## src/rtl/jk_cmd_sequencer.sv

```systemverilog
// Command sequencer driving the j/k inputs of a downstream JK flip-flop.
// Queues {op, rep} commands, replays each for rep+1 cycles, and checks q_in against an internal q model.
//
// state   | meaning
// --------+-------------------------------------------------------------
// S_IDLE  | nothing in flight, j=k=0; pops the FIFO head as soon as one exists
// S_DRIVE | replaying the loaded op on j/k until rem reaches zero
module jk_cmd_sequencer #(
  parameter int DEPTH = 4,
  parameter int AW    = 2
) (
  input  logic          clk,
  input  logic          rst,
  input  logic          cmd_valid,
  input  logic [1:0]    cmd_op,
  input  logic [3:0]    cmd_rep,
  output logic          cmd_ready,
  input  logic          q_in,
  output logic          j,
  output logic          k,
  output logic          busy,
  output logic [AW:0]   level,
  output logic          q_exp,
  output logic          err
);

  typedef enum logic {
    S_IDLE  = 1'b0,
    S_DRIVE = 1'b1
  } state_t;

  localparam logic [AW:0] LP_FULL = (AW+1)'(DEPTH);

  state_t         r_state;
  state_t         w_state_nxt;

  logic [5:0]     r_mem [DEPTH];
  logic [AW-1:0]  r_wr_ptr;
  logic [AW-1:0]  r_rd_ptr;
  logic [AW:0]    r_level;

  logic           r_j;
  logic           r_k;
  logic [3:0]     r_rem;
  logic           r_q_exp;
  logic           r_chk_en;
  logic           r_err;

  logic           w_push;
  logic           w_pop;
  logic           w_empty;
  logic           w_full;
  logic [5:0]     w_head;
  logic           w_j_nxt;
  logic           w_k_nxt;
  logic [3:0]     w_rem_nxt;

  assign w_empty   = (r_level == '0);
  assign w_full    = (r_level == LP_FULL);
  assign w_push    = cmd_valid && !w_full;
  assign w_head    = r_mem[r_rd_ptr];

  assign cmd_ready = !w_full;
  assign j         = r_j;
  assign k         = r_k;
  assign busy      = (r_state == S_DRIVE);
  assign level     = r_level;
  assign q_exp     = r_q_exp;
  assign err       = r_err;

  // FIFO storage needs no reset: pointers and level define what is valid.
  always_ff @(posedge clk) begin
    if (w_push) begin
      r_mem[r_wr_ptr] <= {cmd_op, cmd_rep};
    end
  end

  always_ff @(posedge clk or negedge rst) begin
    if (!rst) begin
      r_wr_ptr <= '0;
      r_rd_ptr <= '0;
      r_level  <= '0;
    end else begin
      if (w_push) begin
        r_wr_ptr <= r_wr_ptr + AW'(1);
      end
      if (w_pop) begin
        r_rd_ptr <= r_rd_ptr + AW'(1);
      end
      case ({w_push, w_pop})
        2'b10:   r_level <= r_level + (AW+1)'(1);
        2'b01:   r_level <= r_level - (AW+1)'(1);
        default: r_level <= r_level;
      endcase
    end
  end

  always_ff @(posedge clk or negedge rst) begin
    if (!rst) begin
      r_state <= S_IDLE;
    end else begin
      r_state <= w_state_nxt;
    end
  end

  always_comb begin
    w_state_nxt = r_state;
    case (r_state)
      S_IDLE: begin
        if (!w_empty) begin
          w_state_nxt = S_DRIVE;
        end
      end
      S_DRIVE: begin
        if ((r_rem == 4'd0) && w_empty) begin
          w_state_nxt = S_IDLE;
        end
      end
      default: w_state_nxt = S_IDLE;
    endcase
  end

  // A pop in DRIVE at rem==0 chains straight into the next command with no idle cycle.
  always_comb begin
    w_pop     = 1'b0;
    w_j_nxt   = r_j;
    w_k_nxt   = r_k;
    w_rem_nxt = r_rem;
    if (!w_empty && ((r_state == S_IDLE) || (r_rem == 4'd0))) begin
      w_pop     = 1'b1;
      w_j_nxt   = w_head[5];
      w_k_nxt   = w_head[4];
      w_rem_nxt = w_head[3:0];
    end else if ((r_state == S_DRIVE) && (r_rem != 4'd0)) begin
      w_rem_nxt = r_rem - 4'd1;
    end else begin
      w_j_nxt   = 1'b0;
      w_k_nxt   = 1'b0;
      w_rem_nxt = 4'd0;
    end
  end

  always_ff @(posedge clk or negedge rst) begin
    if (!rst) begin
      r_j   <= 1'b0;
      r_k   <= 1'b0;
      r_rem <= 4'd0;
    end else begin
      r_j   <= w_j_nxt;
      r_k   <= w_k_nxt;
      r_rem <= w_rem_nxt;
    end
  end

  // q model samples the same j/k the flip-flop sees at this edge.
  always_ff @(posedge clk or negedge rst) begin
    if (!rst) begin
      r_q_exp  <= 1'b0;
      r_chk_en <= 1'b0;
      r_err    <= 1'b0;
    end else begin
      case ({r_j, r_k})
        2'b01:   r_q_exp <= 1'b0;
        2'b10:   r_q_exp <= 1'b1;
        2'b11:   r_q_exp <= ~r_q_exp;
        default: r_q_exp <= r_q_exp;
      endcase
      r_chk_en <= 1'b1;
      if (r_chk_en) begin
        r_err <= r_err | (q_in != r_q_exp);
      end
    end
  end

endmodule

```

## config.mk

```make
export PLATFORM = sky130hd
export DESIGN_NAME = jk_cmd_sequencer
export DESIGN_NICKNAME = d
export VERILOG_FILES = /design/src/rtl/jk_cmd_sequencer.sv
export SDC_FILE = /design/constraint.sdc
export NUM_CORES = 1
export LEC_CHECK = 0
export BUFFER_PORTS_ARGS = -buffer_cell sky130_fd_sc_hd__buf_2
export CAP_MARGIN = 0
export CORE_ASPECT_RATIO = 1.25
export CORE_MARGIN = 10
export CORE_UTILIZATION = 28
export CTS_BUF_LIST = sky130_fd_sc_hd__clkbuf_8
export DETAILED_ROUTE_END_ITERATION = 6
export HOLD_SLACK_MARGIN = 0.1
export PLACE_DENSITY_LB_ADDON = 0.25
export SLEW_MARGIN = 20
export SYNTH_ARGS = -nofsm -noshare
export SYNTH_HDL_FRONTEND = slang
export SYNTH_SLANG_ARGS = --single-unit
```

## constraint.sdc

```tcl
create_clock -name clk -period 2.5 [get_ports clk]
set_input_delay 0.125 -clock clk [delete_from_list [all_inputs] [get_ports clk]]
set_output_delay 0.125 -clock clk [all_outputs]
set_load 0.01 [all_outputs]
```

Word level (Yosys, flattened, before mapping)

Memories as Yosys holds them, arrays and structs flattened.
Index checks and enable logic that the tools add are counted.

$add $sub $neg: 5
Equal/unequal tests: 8
Mux-type cells: 13
Bitwise gates (word level): 3
Reduce and logical (&&, ||, !) cells: 12

Operators by type and width:

| cell                                                                | number |
|---|---|
| 1-bit two-way mux                                                   | 8 |
| 4-bit two-way mux                                                   | 2 |
| 2-bit == test (second input constant)                               | 3 |
| 3-bit case mux with 2 select lines                                  | 1 |
| 2-bit by 1-bit adder with 2-bit output (second input constant)      | 2 |
| 2-bit by 1-bit == test with 1-bit output (second input constant)    | 2 |
| 1-bit logical AND                                                   | 4 |
| 4-bit logical NOT                                                   | 1 |
| 4-bit nonzero test                                                  | 1 |
| 4-bit by 1-bit subtractor with 4-bit output (second input constant) | 1 |
| 3-bit by 1-bit adder with 3-bit output (second input constant)      | 1 |
| 3-bit == test (second input constant)                               | 1 |
| 3-bit logical NOT                                                   | 1 |
| 1-bit case mux with 3 select lines                                  | 1 |
| 3-bit nonzero test                                                  | 1 |
| 3-bit by 1-bit subtractor with 3-bit output (second input constant) | 1 |
| 1-bit logical NOT                                                   | 2 |
| 2-bit inequality test (second input constant)                       | 1 |
| 1-bit inverter                                                      | 2 |
| 1-bit case mux with 2 select lines                                  | 1 |
| 2-bit nonzero test                                                  | 1 |
| 1-bit logical OR                                                    | 1 |
| 1-bit inequality test                                               | 1 |
| 1-bit OR                                                            | 1 |

Bits in registers: 17
Bits in writable memories: 24
Output and inout port bits: 9
Word-level logic and storage cells: 52
Memories: 1

Memories:

| name  | words | width | rd ports | clocked after memory_dff | write ports | RTL line | source |
|---|---|---|---|---|---|---|---|
| r_mem | 4     | 6     | 1        | 0                        | 1           | 37       | `logic [5:0] r_mem [DEPTH];` |

Longest topological paths before layout

Depth in word-level cells: 6
Gate-level depth with buffers: 10

Least setup slack after synthesis

Ideal clock, no wire load.

Path type: register to register
Start: register r_rem[0]
End: register r_level[1] (netlist: level[1])
Data arrival time: 2.151 ns
Data required time: 2.375 ns
Setup slack: 0.225 ns
Cell stages (with the launch flop): 9
Buffers on the path: 1
Cell sequence: dfrtp_1 -> inv_1 -> ha_1 -> or3b_1 -> buf_6 -> a21oi_4 -> ha_1 -> fa_1 -> mux2_2

Longest elaborated chain between the ends: 6
Elaborated cells on any way between the ends: 8
Those cells by class: eq/ne: 2; mux: 2; reduce/logical: 4

RTL lines:

| item                                                                             | RTL line | source |
|---|---|---|
| start: declaration                                                               | 44       | `logic [3:0] r_rem;` |
| start signal: assignment                                                         | 151      | `r_rem <= w_rem_nxt;` |
| 4-bit logical NOT (*)                                                            | 129      | `if (!w_empty && ((r_state == S_IDLE) \|\| (r_rem == 4'd0))) begin` |
| 1-bit logical OR (*)                                                             | 129      |  |
| 1-bit logical AND (*)                                                            | 129      |  |
| 1-bit two-way mux (*)                                                            | 129      |  |
| via w_pop                                                                        | 50       | `logic w_pop;` |
| 2-bit by 1-bit == test with 1-bit output / 2-bit == test (equally long branches) | 90       | `case ({w_push, w_pop})` |
| 3-bit case mux with 2 select lines / 2-bit nonzero test (equally long branches)  | n/a      |  |
| end signal: assignment                                                           | 91       | `2'b10: r_level <= r_level + (AW+1)'(1);` |
| end signal: assignment                                                           | 92       | `2'b01: r_level <= r_level - (AW+1)'(1);` |
| end signal: assignment                                                           | 93       | `default: r_level <= r_level;` |
| end: declaration                                                                 | 40       | `logic [AW:0] r_level;` |

Mark *: on every way through the listed nets, which the timed path passes. The rest lies on a longest branch.
A chain may end at the register's enable or synchronous reset.

Worst setup path in the final report

Ends and elaborated chain as after synthesis.

==> summary.txt <==
Setup path
  • Crit-path most repeated cell: ha_1
  • Critical path's largest stage delay: 0.46 ns
  • Crit-path cells: inv_1 > ha_1 > or3b_1 > a21oi_4 > ha_1 > fa_1 > mux2_2
  • Endpoint class of the critical path: register
  • CP Class: register to register
  • Delay-heaviest family, CP: adder cells
  • Slowest CP cell: or3b_1
  • WP data arrival: 2.45 ns
  • Crit path buf inv count: 1
  • CP Data Required Time: 2.68 ns
  • Critical path fanouts, max: 5
  • CP startpoint kind: register

GRT
  • Gr usage total: 6.76%
  • Grt total ovfl: 0
  • First-pass GRT wire length: 5040 um
  • Vias in the first global route: around 1,000
  • Largest net degree at the start of global routing: 18
  • Initial antenna violation count: 0

Layout
  • Share of cells above drive strength 1: 29.8%
  • Nets: 148
  • Reg area: ~1100 um2
  • Design Area, Final: 2060 um2
  • Area growth from synthesis to layout: 20.4%
  • Multi-input gate area: 527 um2
  • Fill count: about 580
  • Ant. Diodes: 0

Drt
  • Drt first pass iters: 4
  • DR DRC count: 0
  • 1st-iter DRT viols: 44
  • Final antenna-violating net count: 0
  • WL/cell: 13.5 um
  • Via count: 900
  • Vias/cell: 4.23
  • DRT Wirelength: 2870 um

Logic synthesis
  • Post-synth top area cell: edfxtp_1
  • Post-synth EDFFs: 24
  • Post-synthesis compound-gate area fraction: 5.62%
  • Seq cells post-synth: 41
  • Mux contribution to synthesized area: 9.41%
  • Synth top area cells: edfxtp_1, dfrtp_1, mux4_2
  • Largest family of logic cells by synthesized area: multiplexers
  • Post-synth top flop: edfxtp_1
  • Sequential share of the synthesized area: 66.8%
  • Syn Inst Count: between 90 and 100
  • Synthesized-area fraction occupied by adder cells: under 10%
  • Most common library cells after synthesis: edfxtp_1, dfrtp_1, ha_1
  • Synth Area per Inst: 17.3 um2
  • Post-synthesis xor/xnor area fraction: 4.60%
  • Top-area cell type share of the netlist area: 42.0%
  • Mapped Area: 1720 um2
  • Top-count cell post-synth: edfxtp_1
  • Async SR Flop Fraction: 41.5%
  • Post-synthesis cell type count: 27
  • Syn. warnings: 0
  • Syn nets: 117
  • Post-synthesis simple-gate area fraction: 4.60%

Clock tree
  • CTS max path bufs: 2
  • CTS buffer count: 5
  • CTS tree: done
  • Clock latency on the worst-skew pair: 0.29 ns
  • CTS root buf: clkbuf_8
  • CTS Sinks: 41
  • Htree depth: 2
  • Clock Pin Slew Worst Setup and Hold Paths: roughly 0.070 ns
  • Post-CTS sizing: 0

Die
  • IO Count: 19
  • Effective utilization at floorplan: slightly below 30%
  • Die width: between 90 and 100 um
  • Core area: just under 6000 um2
  • Die H: approximately 110 um
  • DIE AREA: 9680 um2
  • # rows: 31

Timing
  • F_max: 440 MHz
  • Layout Skew: 0.00236 ns
  • Period utilization: between 90% and 100%
  • Final setup violation count: 0
  • Post-route setup TNS: 0 ns
  • Final hold vios: 0
  • Worst hold slack: 0.176 ns
  • Slew Limit Fails: 0
  • Setup ws final: 0.225 ns
  • Period minus WS final: 2.28 ns
  • RSZ-0062 raised after global routing: false

Power and ir drop
  • Final Power: approximately 0.0023 W
  • Leak: 0.810 nW
  • Power Density: 1110 nW/um2
  • Max VDD drop: 0.265 mV

Placement
  • PortBufs: 18
  • Cell Area, Placed: 1900 um2
  • Place WS: 0.218 ns
  • Routability cong.: 0.672
  • Post-DP HPWL: ~2200 um

Outcome
  • Status: finished clean

Hold path
  • Min-delay worst type: input pin to register

Run
  • Max Cap Viol: 0
-- tightest hold or removal path, stage by stage --
cell    delay [ns]
buf_2         0.08
xor2_1        0.05
a21o_1        0.17
-- metrics by stage --
step / utilization, % / cells
5_1_grt: 35.2 / 213
4_1_cts: 35.2 / 213
3_3_place_gp: 32.5 / 198
6_report: 35.2 / 213
2_1_floorplan: - / 99
3_5_place_dp: 32.5 / 198
-- cells by family after synthesis --
family | Yosys count
AO/OA/AOI/OAI | 10
XOR/XNOR | 9
adder cells (fa/ha/maj) | 8
buffers and inverters | 9
flip-flops | 41
multiplexers | 8
other | 1
AND/OR/NAND/NOR | 13
-- cell usage in the layout, fill, tap and decap left out, types with 2 or more instances in the layout --
cell type	count
edfxtp_1	24
clkbuf_8	6
nor3_1	2
o2bb2ai_1	4
nor2_1	2
buf_4	2
ha_1	7
dfrtp_1	17
and3_1	4
xor2_1	3
buf_2	18
a32o_1	2
dlygate4sd3_1	7
inv_1	6
xnor2_1	6
mux4_2	6
nand2_1	2
-- final cells by class --
| type | count | area share, % |
|---|---|---|
| Clock inverter | 2 | 0.424 |
| Timing Repair Buffer | 27 | 8.48 |
| Clock buffer | 6 | 4.00 |
| Multi-Input combinational cell | 49 | 25.5 |
| Inverter | 6 | 1.09 |
| Sequential cell | 41 | 55.5 |
| Tap cell | 82 | 4.97 |
-- power breakdown --
| part | internal [W] | leakage [nW] | switching, W | total, W |
|---|---|---|---|---|
| combinational | 0.000412 | 0.346 | 0.000349 | 0.000761 |
| sequential | 0.000930 | 0.415 | 0.000167 | 0.00110 |
| clock | 0.000219 | 0.0486 | 0.000214 | 0.000433 |
| total | 0.00156 | 0.810 | 0.000730 | 0.00229 |
-- timing repair --
item	CTS	global route
hold buffers	7	0
endpoints found under the hold margin	41	0
setup buffers	0	0
-- worst paths after layout --
kind | start | endpoint | slack (ns) | depth (start not counted)
worst max-delay path | r_rem[0]$_DFF_PN0_ | level[1]$_DFFE_PN0P_ | 0.22 | 7
worst min-delay path | q_in | err$_DFFE_PN0P_ | 0.18 | 3
worst max register to register | r_rem[0]$_DFF_PN0_ | level[1]$_DFFE_PN0P_ | 0.22 | 7
worst min register to register | err$_DFFE_PN0P_ | err$_DFFE_PN0P_ | 0.45 | 1
max in group asynchronous | rst | level[2]$_DFFE_PN0P_ | 1.93 | 2
min in group asynchronous | rst | q_exp$_DFFE_PN0P_ | 0.29 | 2
-- sequential cells by signal (all words and copies together) (netlist names) --
| signal | cells |
|---|---|
| busy | 1 |
| err | 1 |
| j | 1 |
| k | 1 |
| level | 3 |
| q_exp | 1 |
| r_chk_en | 1 |
| r_mem | 24 |
| r_rd_ptr | 2 |
| r_rem | 4 |
| r_wr_ptr | 2 |
-- metal layers --
metal	vias up	GRT usage [%]	routed length [um]
li1	422	-	-
met1	452	6.44	1150
met2	19	11.7	1500
met3	7	2.51	131
met4	0	5.13	91
met5	-	0	0
Note: power is estimated with default switching activity, not from simulation.
